$ cat src/rtl/cic_interp.sv
`default_nettype none
// ============================================================================
// Module   : cic_interp
// Brief    : CIC interpolator. Takes one signed low-rate sample per
//            R = 2^INTERP_BITS enabled clocks. ORDER comb stages run at the
//            slot rate, the result is zero-stuffed, and ORDER integrators run
//            at the i_en rate. All arithmetic is REG_WIDTH two's-complement
//            with wrap, which cancels between combs and integrators.
// Revision : 1.0 - initial release
// ============================================================================
module cic_interp #(
    parameter int I_WIDTH     = 16,
    parameter int ORDER       = 3,
    parameter int INTERP_BITS = 5,
    parameter int REG_WIDTH   = I_WIDTH + ORDER * INTERP_BITS
) (
    input  logic                 i_clk,
    input  logic                 i_rst_n,
    input  logic                 i_en,
    input  logic [I_WIDTH-1:0]   i_data,
    input  logic                 i_valid,
    output logic                 o_ready,
    output logic [REG_WIDTH-1:0] o_data,
    output logic                 o_valid,
    output logic                 o_strobe,
    output logic                 o_underrun
);

    logic                 w_phase_zero;
    logic                 w_slot;
    logic [REG_WIDTH-1:0] w_x;
    logic [REG_WIDTH-1:0] w_comb [ORDER+1];
    logic [REG_WIDTH-1:0] w_u;

    logic [REG_WIDTH-1:0] r_comb_d [ORDER];
    logic [REG_WIDTH-1:0] r_comb_out;
    logic                 r_stuff;
    logic [REG_WIDTH-1:0] r_integ [ORDER];
    logic                 r_valid;
    logic                 r_strobe;
    logic                 r_underrun;

    // Phase counter; with R=1 every enabled cycle is a slot, so no counter.
    generate
        if (INTERP_BITS > 0) begin : g_phase
            logic [INTERP_BITS-1:0] r_phase;

            // Advance the phase modulo R on every enabled cycle.
            always_ff @(posedge i_clk or negedge i_rst_n) begin
                if (!i_rst_n) begin
                    r_phase <= '0;
                end else if (i_en) begin
                    r_phase <= r_phase + INTERP_BITS'(1);
                end
            end

            assign w_phase_zero = (r_phase == '0);
        end else begin : g_no_phase
            assign w_phase_zero = 1'b1;
        end
    endgenerate

    // Ready is gated by reset so upstream never sees a take during reset.
    assign w_slot  = i_en & w_phase_zero;
    assign o_ready = w_slot & i_rst_n;

    // A slot without a valid sample feeds a zero into the comb chain.
    assign w_x = i_valid ? REG_WIDTH'($signed(i_data)) : '0;

    // Comb chain: c_0 = x, c_k = c_{k-1} - d_k.
    always_comb begin
        w_comb[0] = w_x;
        for (int k = 1; k <= ORDER; k++) begin
            w_comb[k] = w_comb[k-1] - r_comb_d[k-1];
        end
    end

    // Comb delay states, comb output and slot-rate flags.
    always_ff @(posedge i_clk or negedge i_rst_n) begin
        if (!i_rst_n) begin
            for (int k = 0; k < ORDER; k++) begin
                r_comb_d[k] <= '0;
            end
            r_comb_out <= '0;
            r_stuff    <= 1'b0;
            r_strobe   <= 1'b0;
            r_underrun <= 1'b0;
        end else if (w_slot) begin
            for (int k = 0; k < ORDER; k++) begin
                r_comb_d[k] <= w_comb[k];
            end
            r_comb_out <= w_comb[ORDER];
            r_stuff    <= 1'b1;
            r_strobe   <= 1'b1;
            r_underrun <= ~i_valid;
        end else if (i_en) begin
            r_stuff    <= 1'b0;
            r_strobe   <= 1'b0;
            r_underrun <= 1'b0;
        end else begin
            r_strobe   <= 1'b0;
            r_underrun <= 1'b0;
        end
    end

    // Zero-stuffing: the comb result appears for exactly one enabled cycle.
    assign w_u = r_stuff ? r_comb_out : '0;

    // Integrator cascade; each stage adds the registered previous stage.
    always_ff @(posedge i_clk or negedge i_rst_n) begin
        if (!i_rst_n) begin
            for (int k = 0; k < ORDER; k++) begin
                r_integ[k] <= '0;
            end
        end else if (i_en) begin
            r_integ[0] <= r_integ[0] + w_u;
            for (int k = 1; k < ORDER; k++) begin
                r_integ[k] <= r_integ[k] + r_integ[k-1];
            end
        end
    end

    // Output valid is a one-cycle-delayed copy of the enable.
    always_ff @(posedge i_clk or negedge i_rst_n) begin
        if (!i_rst_n) begin
            r_valid <= 1'b0;
        end else begin
            r_valid <= i_en;
        end
    end

    assign o_data     = r_integ[ORDER-1];
    assign o_valid    = r_valid;
    assign o_strobe   = r_strobe;
    assign o_underrun = r_underrun;

endmodule
`default_nettype wire

$ cat config.mk
export PLATFORM = sky130hd
export DESIGN_NAME = cic_interp
export DESIGN_NICKNAME = d
export VERILOG_FILES = /design/src/rtl/cic_interp.sv
export SDC_FILE = /design/constraint.sdc
export NUM_CORES = 1
export LEC_CHECK = 0
export BUFFER_PORTS_ARGS = -buffer_cell sky130_fd_sc_hd__buf_2
export CAP_MARGIN = 5
export CELL_PAD_IN_SITES_DETAIL_PLACEMENT = 1
export CELL_PAD_IN_SITES_GLOBAL_PLACEMENT = 1
export CORE_MARGIN = 4
export CORE_UTILIZATION = 50
export DETAILED_ROUTE_END_ITERATION = 10
export PLACE_DENSITY = 0.8
export SYNTH_ARGS = -nofsm -noshare
export SYNTH_HDL_FRONTEND = slang
export SYNTH_SLANG_ARGS = --single-unit
$ cat constraint.sdc
create_clock -name i_clk -period 7.13 [get_ports i_clk]
set_input_delay 0.3565 -clock i_clk [delete_from_list [all_inputs] [get_ports i_clk]]
set_output_delay 0.3565 -clock i_clk [all_outputs]
set_load 0.05 [all_outputs]
Yosys cells after proc, flatten, opt, wreduce, memory -nomap -nowiden --
Cells that the tools add are included.
Storage, ports and cells: bits in latches 0, input bits 20, bits in read-only memories 0, memories kept 0, logic and storage cells 30, memory bits (writable) 0, bits in registers 226
Cells by class: magnitude comparators 0, div/mod/pow operators 0, shift operators 0, reduce and logical (&&, ||, !) cells 2, bitwise gates (word level) 3, eq/ne operators 0, $mul 0, mux-type cells 6, add/subtract/negate cells 7
Operator list (number):
- adder 31 bit | 3
- subtractor 31 bit | 3
- two-way mux 31 bit | 2
- adder 5 x 1 -> 5 bit, second input constant | 1
- zero test 5 bit | 1
- two-way mux 1 bit | 4
- bitwise AND 1 bit | 2
- nonzero test 2 bit | 1
- inverter 1 bit | 1

Depth between registers and ports, before layout --
Gate-level depths: netlist of the first run.
word-level depth 4, gate-level depth with buffers 34, mapped depth without buffers 33

Least setup slack after synthesis of the first run --
No wires, ideal clock.
kind input to register, start in i_valid, end reg r_comb_out[27], required time 6.984 ns, arrival time 6.313 ns, slack 0.671 ns, setup time 0.146 ns, stages on the path 32, cell sequence clkbuf_1 nand2_1 inv_1 ha_1 nor2b_1 o21a_1 o211ai_1 a21boi_0 o21ai_0 a21oi_1 o41ai_1 a21oi_1 or3_1 and2_1 ha_1 o21a_1 o21ai_0 nor2_1 nor2_1 a211oi_1 o211ai_1 nand2_1 a21oi_1 o21bai_1 xnor2_1 ha_1 nand2_1 or3_1 a2111oi_0 o31ai_1 mux2i_1 o311ai_0
RTL lines:
- start: declaration | RTL line 21 | input logic i_valid,
- end signal: assignment | RTL line 92 | r_comb_out <= w_comb[ORDER];
- end: declaration | RTL line 36 | logic [REG_WIDTH-1:0] r_comb_out;

==> results of run 1 <==
## area by class of cell
type / count / area, sq um / area share
repair buffers: 72 / 420 / 0.0236
clock buffers: 46 / 900 / 0.0504
inverters: 136 / 512 / 0.0287
flip-flops and latches: 211 / 5280 / 0.296
multi-input cells: 1407 / 10100 / 0.567
well taps: 435 / 544 / 0.0305
clock inverters: 3 / 65.1 / 0.00365
## routing by layer
| layer | GRT usage | vias to the layer above |
|---|---|---|
| met5 | 0 | - |
| met4 | 0.0460 | 0 |
| met3 | 0.0204 | 60 |
| met2 | 0.392 | 138 |
| met1 | 0.268 | 6348 |
| li1 | - | 6589 |
## logic make-up (layout without fill, tap and decap cells)
logic type                 Yosys count  count (layout)  synth area share
xor gates and xnor gates           116             116            0.0632
adders and majority gates          175             175             0.137
muxes                               72              72            0.0493
buffers and inverters              218             257            0.0578
DFF                                211             211             0.324
and+or+nand+nor                    472             472             0.142
AOI/OAI and AO/OA                  572             572             0.227
## cells in the mapped netlist, types with 31 or more instances
master    number  share of area
o21ai_0      143          0.044
a21o_1        74          0.034
nand2_1      160          0.037
buf_4         31          0.014
nand3_1       35          0.011
inv_1        135          0.031
nor2_1        88          0.020
dfrtp_1      211           0.32
mux2_2        66          0.046
clkbuf_1      38         0.0088
o21a_1        35          0.016
xor2_1        38          0.020
a21oi_1      120          0.037
xnor2_1       77          0.041
o31ai_1       31          0.014
and2_1        52          0.020
ha_1         169           0.13
## path summary, 6_finish.rpt
path | startpoint | end | slack [ps] | cells past startpoint
max | r_comb_d[63]$_DFFE_PN0P_ | r_comb_out[28]$_DFFE_PN0P_ | 670 | 32
min | i_data[0] | r_comb_d[62]$_DFFE_PN0P_ | 120 | 3
max reg2reg | r_comb_d[63]$_DFFE_PN0P_ | r_comb_out[28]$_DFFE_PN0P_ | 670 | 32
min reg2reg | r_comb_out[25]$_DFFE_PN0P_ | r_comb_out[25]$_DFFE_PN0P_ | 470 | 2
max in group asynchronous | i_rst_n | r_integ[59]$_DFFE_PN0P_ | 5020 | 4
min in group asynchronous | i_rst_n | r_comb_out[1]$_DFFE_PN0P_ | 390 | 2
## flip-flops by register name, indices dropped and copies added (netlist names)
register         count
o_strobe             1
r_comb_d            78
o_underrun           1
o_valid              1
g_phase.r_phase      5
o_data              31
r_integ             62
r_comb_out          31
r_stuff              1
## worst register-to-register path: cells and delay by family (launching register included)
kind | cells | cell delay [ps]
flip-flops | 1 | 410
buffers and inverters | 4 | 530
XOR/XNOR | 1 | 140
adder cells (fa/ha/maj) | 3 | 940
AO/OA/AOI/OAI | 14 | 2430
AND/OR/NAND/NOR | 10 | 1970
## timing repair
action | 4_1_cts | 5_1_grt
endpoints found under the setup margin | 0 | 6
resized for setup | 0 | 10
hold endpoints to repair | 66 | 0
hold buffers | 1 | 0
## through the flow
stage / instance area [sq um] / util / setup slack (ps)
final: 17800 / 0.559 / 675
after global routing: 17800 / 0.559 / 32.1
after CTS: 17800 / 0.559 / 381
after detailed placement: 16800 / 0.528 / 141
after global placement: 16800 / 0.528 / 372
after floorplan: 16300 / - / 671
==> impl_metrics.ini, run 1 <==
[clocking]
cts_setup_buffers = 0
clock_latency_ps = 550
clockRootBuffer = clkbuf_16
htree_levels = 1
numCtsBuffers = 28
cts_tree = done
clkTransAtPathRegs_ps = 60
cts.sinks = 211
clock_path_buffers = 3

[sta]
drv_slew = 0
clock_skew_ps = 12.3
fin_crit_sh = 0.905
worstMarginPinSlew_ps = 1090
rsz0062_at_grt = false
setup_viol = 0
tns_ps = 0
max_freq_mhz = 155
min_period_ps = 6460
timing.hold.ws_ps = 122
relSlewSlack = 0.272
hold_viol = 0

[global_routing]
grt_max_degree = 92
track_usage = 0.212
grt_pass1_vias = 13769
grt_pass1_wl_um = 65400
antenna_found_initial = 0
gr-total-overflow = 0

[setup_path]
cp_num_buf_inv = 4
criticalPathCategory = register to register
arrival_ps = 6940
required_ps = 7610
crit_slowest_cell = or3_1
path_max_fanout = 4
crit_family = compound AO/OA/AOI/OAI gates
end_kind = register
max_stage_delay_ps = 440
cp-start-kind = register

[floorplanning]
die_w_um = 189
core_sq_mm = 0.0319
dieHeight_um = 189
fp.dieArea_sq_mm = 0.0356
initial_core_util = 0.511
io_pins = 55
row_count = 65

[yosys]
synth_edf_count = 0
ys_ff_latch = 211
netlist_area_sq_mm = 0.0163
synth_area_per_cell_sq_um = 8.88
yosysWarnings = 0
ys_types = 65
syn-instance-count = 1836
synth_fp_nets = 2031
ys_seq_area_frac = 0.324
async_flop_share = 1.00
ys.flop_type = dfrtp_1

[layout]
area_growth_syn_to_layout_pct = 9.42
filler_cell_count = 3729
mostFrequentLayoutCells = 211 x dfrtp_1, 169 x ha_1, 160 x nand2_1, 140 x o21ai_0, 134 x inv_1
final_layout_size_suffix_gt1_frac = 0.109
final_common_cell = dfrtp_1
nNetsFinal = 2051
num_antenna_cells = 0
final_cell_count_no_fill = 2310

[route]
route.layer.met1.wl_um = 17400
drt-total-wl_um = 37800
drtAntennaViolNets = 0
wl_met3_um = 811
met2WireLength_um = 18800
routed.top_layer = met4
route.detailed.drc = 0
vias = 13135
drtIter0Drc = 462
wl_per_cell_um = 16.4
firstDrtPassIters = 4
vias_per_cell = 5.69

[outcome]
status = complete, no violations

[placement]
gp_congestion = 0.856
dp_cells = 2260
place_hpwl_um = 28100
io_buffers = 54

[flow_run]
max_cap_violations = 0

[min_path]
hold_path_class = input port to register
Power of run 1 is not shown: default switching activity piles up to over one toggle a cycle in this logic, so the estimate is an artifact.
==> run 2: changes to the inputs <==
- CORE_ASPECT_RATIO: default -> 0.8
- SKIP_CTS_REPAIR_TIMING: default -> 1
==> run 2 against run 1 <==
Effect of this change: global-route usage grew 1.4 points; wire length grew 7.0%; first-iteration DRC count grew 39%; utilization shrank 0.20 points; cell area shrank 0.65%; via count grew 1.7%; clock skew shrank 1.4 ps; sequential cell count is the same; register-to-register slack lost 270 ps; critical path depth shrank 2; non-clock buffer count grew 3; clock-buffer cell count shrank 6; critical path type unchanged.
==> impl_metrics.ini, run 2 (synthesis results as in run 1) <==
[outcome]
status = complete, no violations

[floorplanning]
row_count = 58
initial_core_util = 0.513
fp.dieArea_sq_mm = 0.0356
die_w_um = 210
core_sq_mm = 0.0318
dieHeight_um = 169
io_pins = 55

[layout]
fin_area_sq_mm = 0.0177
filler_cell_count = 3742
final_layout_size_suffix_gt1_frac = 0.108
num_antenna_cells = 0
final_common_cell = dfrtp_1
reg_top3 = r_comb_d: 78 flops, r_integ: 62 flops
regMostFlops = r_comb_d
area_growth_syn_to_layout_pct = 8.70
largest_reg_flops = 78
nNetsFinal = 2052
mostFrequentLayoutCells = 211 x dfrtp_1, 169 x ha_1, 160 x nand2_1, 140 x o21ai_0, 134 x inv_1

[setup_path]
end_kind = register
crit_slowest_cell = or3_1
reg2reg_depth = 30
max_stage_delay_ps = 410
required_ps = 7610
r2r_slack_ps = 410
path_max_fanout = 6
arrival_ps = 7210
cp-start-kind = register
timing.rr.start = r_comb_d[63]$_DFFE_PN0P_
r2r-end = r_comb_out[28]$_DFFE_PN0P_
criticalPathCategory = register to register

[global_routing]
grt_pass1_vias = 14258
track_usage = 0.226
gr-total-overflow = 0
antenna_found_initial = 0
grt_pass1_wl_um = 69400
grt_max_degree = 75

[sta]
min_period_ps = 6720
fin_crit_sh = 0.943
relSlewSlack = 0.437
max_freq_mhz = 149
drv_slew = 0
setup_viol = 0
clock_skew_ps = 10.9
worstMarginPinSlew_ps = 823
hold_viol = 0

[clocking]
clkTransAtPathRegs_ps = 60
cts.sinks = 211
cts_tree = done
clock_latency_ps = 550
clock_path_buffers = 3
numCtsBuffers = 26
clockRootBuffer = clkbuf_16
htree_levels = 1

[flow_run]
max_cap_violations = 0

[placement]
placed_cell_area_sq_mm = 0.0168
io_buffers = 54
gp_congestion = 0.852
place_hpwl_um = 29000

[route]
route.detailed.drc = 0
vias = 13353
drtAntennaViolNets = 0
wl_per_cell_um = 17.6
drtIter0Drc = 643
firstDrtPassIters = 5
drt-total-wl_um = 40500
vias_per_cell = 5.82

[min_path]
hold_path_class = input port to register
holdCritStartpoint = i_data[4]
worstHoldEndpoint = r_comb_d[66]$_DFFE_PN0P_
hold_depth = 3
## run 2: layer usage
metal / track usage / wire length (um) / up-vias
met3: 0.0253 / 861 / 46
li1: - / - / 6583
met2: 0.394 / 19500 / 122
met5: 0 / 0 / -
met4: 0.0471 / 741 / 0
met1: 0.307 / 19300 / 6602
## run 2: worst max-delay path, delay by kind of cell, from the launching register on
family | cells | cell delay (ps)
and+or+nand+nor | 8 | 1800
xor gates and xnor gates | 1 | 130
DFF | 1 | 390
adders and majority gates | 3 | 980
buffers and inverters | 2 | 250
AOI/OAI and AO/OA | 16 | 3090
## run 2: how the worst max path moves through the flow
stage          depth (start not counted)                          to                      from  slack, ps
4_1_cts                               30  r_comb_out[30]$_DFFE_PN0P_  r_comb_d[63]$_DFFE_PN0P_        190
6_report                              30  r_comb_out[28]$_DFFE_PN0P_  r_comb_d[63]$_DFFE_PN0P_        410
5_1_grt                               30  r_comb_out[30]$_DFFE_PN0P_  r_comb_d[63]$_DFFE_PN0P_       -110
3_3_place_gp                          35  r_comb_out[30]$_DFFE_PN0P_                   i_valid        410
3_5_place_dp                          35  r_comb_out[30]$_DFFE_PN0P_                   i_valid        160
2_1_floorplan                         32  r_comb_out[27]$_DFFE_PN0P_                   i_valid        670
## run 2: area by class of cell
| class | count | area (sq um) | share of cell area |
|---|---|---|---|
| multi-input combinational | 1407 | 10100 | 0.572 |
| sequential | 211 | 5280 | 0.298 |
| clock buffer | 40 | 774 | 0.0437 |
| tap | 420 | 526 | 0.0297 |
| inverter | 136 | 512 | 0.0289 |
| timing repair buffer | 75 | 455 | 0.0257 |
| clock inverter | 4 | 45.0 | 0.00254 |
## run 2: through the flow
| stage | utilization | instances | TNS [ps] | setup slack [ps] | hold WS [ps] |
|---|---|---|---|---|---|
| after global routing | 0.557 | 2293 | -166 | -114 | 146 |
| after detailed placement | 0.530 | 2247 | 0 | 158 | 381 |
| after CTS | 0.556 | 2291 | 0 | 191 | -198 |
| final | 0.557 | 2293 | 0 | 407 | 140 |
| after global placement | 0.530 | 2247 | 0 | 405 | 369 |
| after floorplan | - | 1836 | 0 | 671 | 60.9 |
Power of run 2 is left out for the same reason.
==> run 3: changes to the inputs <==
- ABC_AREA: default -> 1
- CORE_UTILIZATION: 50 -> 47
==> run 3 against run 2 <==
Effect of this change: setup slack better by 750 ps; wire length grew 40%; sequential share of layout area is 2.4 points lower; synthesized cell count rose by 38%.
==> impl_metrics.ini, run 3 <==
[global_routing]
antenna_found_initial = 0
gr-total-overflow = 0
grt_max_degree = 118
grt_pass1_wl_um = 92800
track_usage = 0.274
grt_pass1_vias = 17338

[yosys]
ys_seq_area_frac = 0.295
yosys.cell_count.top_type = nand2_1
async_flop_share = 1.00
ys_ff_latch = 211
synth_area_per_cell_sq_um = 7.06
yosys.area.top_type = dfrtp_1
ys_types = 59
synth_area_leaders = dfrtp_1 30%, nand2_1 13%, ha_1 12%
synthTopCellsByCount = 631 x nand2_1, 349 x inv_1, 211 x dfrtp_1
netlist_area_sq_mm = 0.0179
syn-instance-count = 2534
yosysWarnings = 0
synth_edf_count = 0
ys.flop_type = dfrtp_1
synth_fp_nets = 2729
yosysTopAreaCellShare = 0.295

[sta]
hold_viol = 0
clock_skew_ps = 19.1
max_freq_mhz = 167
drv_slew = 0
min_period_ps = 5980
worst_slack_ps = 1150
worstMarginPinSlew_ps = 1130
rsz0062_at_grt = false
relSlewSlack = 0.244
fin_crit_sh = 0.838
tns_ps = 0
setup_viol = 0

[clocking]
clock_latency_ps = 580
htree_levels = 1
cts_tree = done
clock_path_buffers = 3
clkTransAtPathRegs_ps = 50
numCtsBuffers = 28
cts.sinks = 211
clockRootBuffer = clkbuf_16

[min_path]
hold_path_class = input port to register

[floorplanning]
dieHeight_um = 182
initial_core_util = 0.480
core_sq_mm = 0.0373
fp.dieArea_sq_mm = 0.0412
die_w_um = 226
row_count = 63
io_pins = 55

[layout]
num_antenna_cells = 0
mostFrequentLayoutCells = 631 x nand2_1, 349 x inv_1, 211 x dfrtp_1, 197 x o21ai_0, 195 x nor2_1
reg_top3 = r_comb_d: 78 flops, r_integ: 62 flops
nNetsFinal = 2741
final_layout_size_suffix_gt1_frac = 0.0730
largest_reg_flops = 78
area_growth_syn_to_layout_pct = 7.99
regMostFlops = r_comb_d
final_common_cell = nand2_1

[route]
drtIter0Drc = 1224
firstDrtPassIters = 5
wl_per_cell_um = 18.6
drtAntennaViolNets = 0
vias_per_cell = 5.62
vias = 17142
drt-total-wl_um = 56700
route.detailed.drc = 0

[setup_path]
arrival_ps = 6460
crit_slowest_cell = a21oi_1
path_max_fanout = 6
cp-start-kind = register
required_ps = 7610
max_stage_delay_ps = 460
end_kind = register
criticalPathCategory = register to register

[placement]
io_buffers = 54
place_hpwl_um = 44300
dp_slack_ps = 1000
gp_congestion = 0.965

[flow_run]
max_cap_violations = 0

[outcome]
status = complete, no violations
## run 3: cell count changes in the layout (fill, tap and decap cells not counted), sizes merged, moves of 41 or more
cell,change
nand2,+487
inv,+215
nor2,+111
o21ai,+97
nand3,+81
mux2,-66
a21o,-51
and2,-46
a31oi,+42
a21oi,+41
## run 3: path summary, 6_finish.rpt
path / cells past startpoint / from / slack (ps) / endpoint
max: 29 / r_comb_d[62]$_DFFE_PN0P_ / 1150 / r_comb_out[27]$_DFFE_PN0P_
min reg2reg: 2 / r_comb_out[29]$_DFFE_PN0P_ / 490 / r_comb_out[29]$_DFFE_PN0P_
min in group asynchronous: 2 / i_rst_n / 390 / o_data[26]$_DFFE_PN0P_
max reg2reg: 29 / r_comb_d[62]$_DFFE_PN0P_ / 1150 / r_comb_out[27]$_DFFE_PN0P_
min: 3 / i_data[9] / 70 / r_comb_d[71]$_DFFE_PN0P_
max in group asynchronous: 3 / i_rst_n / 5480 / r_comb_d[73]$_DFFE_PN0P_
## run 3: metrics by stage
stage,std cells,util,instance area [sq um],hold slack (ps)
floorplan,2534,-,17900,60.9
global placement,3002,0.494,18400,440
detailed placement,3002,0.494,18400,461
CTS,3049,0.518,19300,-148
global route,3050,0.518,19300,74.1
finish,3050,0.518,19300,74.2
## run 3: cell type report
type	instances	area [sq um]
Fill cell	4883	18000
Multi-Input combinational cell	1891	10900
Sequential cell	211	5280
Inverter	352	1320
Clock buffer	40	816
Tap cell	487	609
Timing Repair Buffer	62	355
Clock inverter	7	62.6
## run 3: routing by layer
layer / track usage / vias up / wire (um)
li1: - / 8356 / -
met1: 0.447 / 8354 / 30000
met2: 0.389 / 376 / 22500
met3: 0.0365 / 56 / 3330
met4: 0.0419 / 0 / 908
met5: 0 / - / 0
## run 3: cell families (layout without fill, tap and decap cells)
logic type,after synthesis,count (layout),synth area share
AND/OR/NAND/NOR,1060,1060,0.249
flip-flops,211,211,0.295
adder cells (fa/ha/maj),175,175,0.125
buffers and inverters,432,461,0.0980
AO/OA/AOI/OAI,557,557,0.183
XOR/XNOR,99,99,0.0489
## run 3: worst max-delay path: cells and delay by family, from the launching register on
family,cells,cell delay (ps)
and+or+nand+nor,13,2180
AOI/OAI and AO/OA,8,1870
xor gates and xnor gates,1,180
DFF,1,340
buffers and inverters,3,250
adders and majority gates,4,1050
Power of run 3 is left out for the same reason.
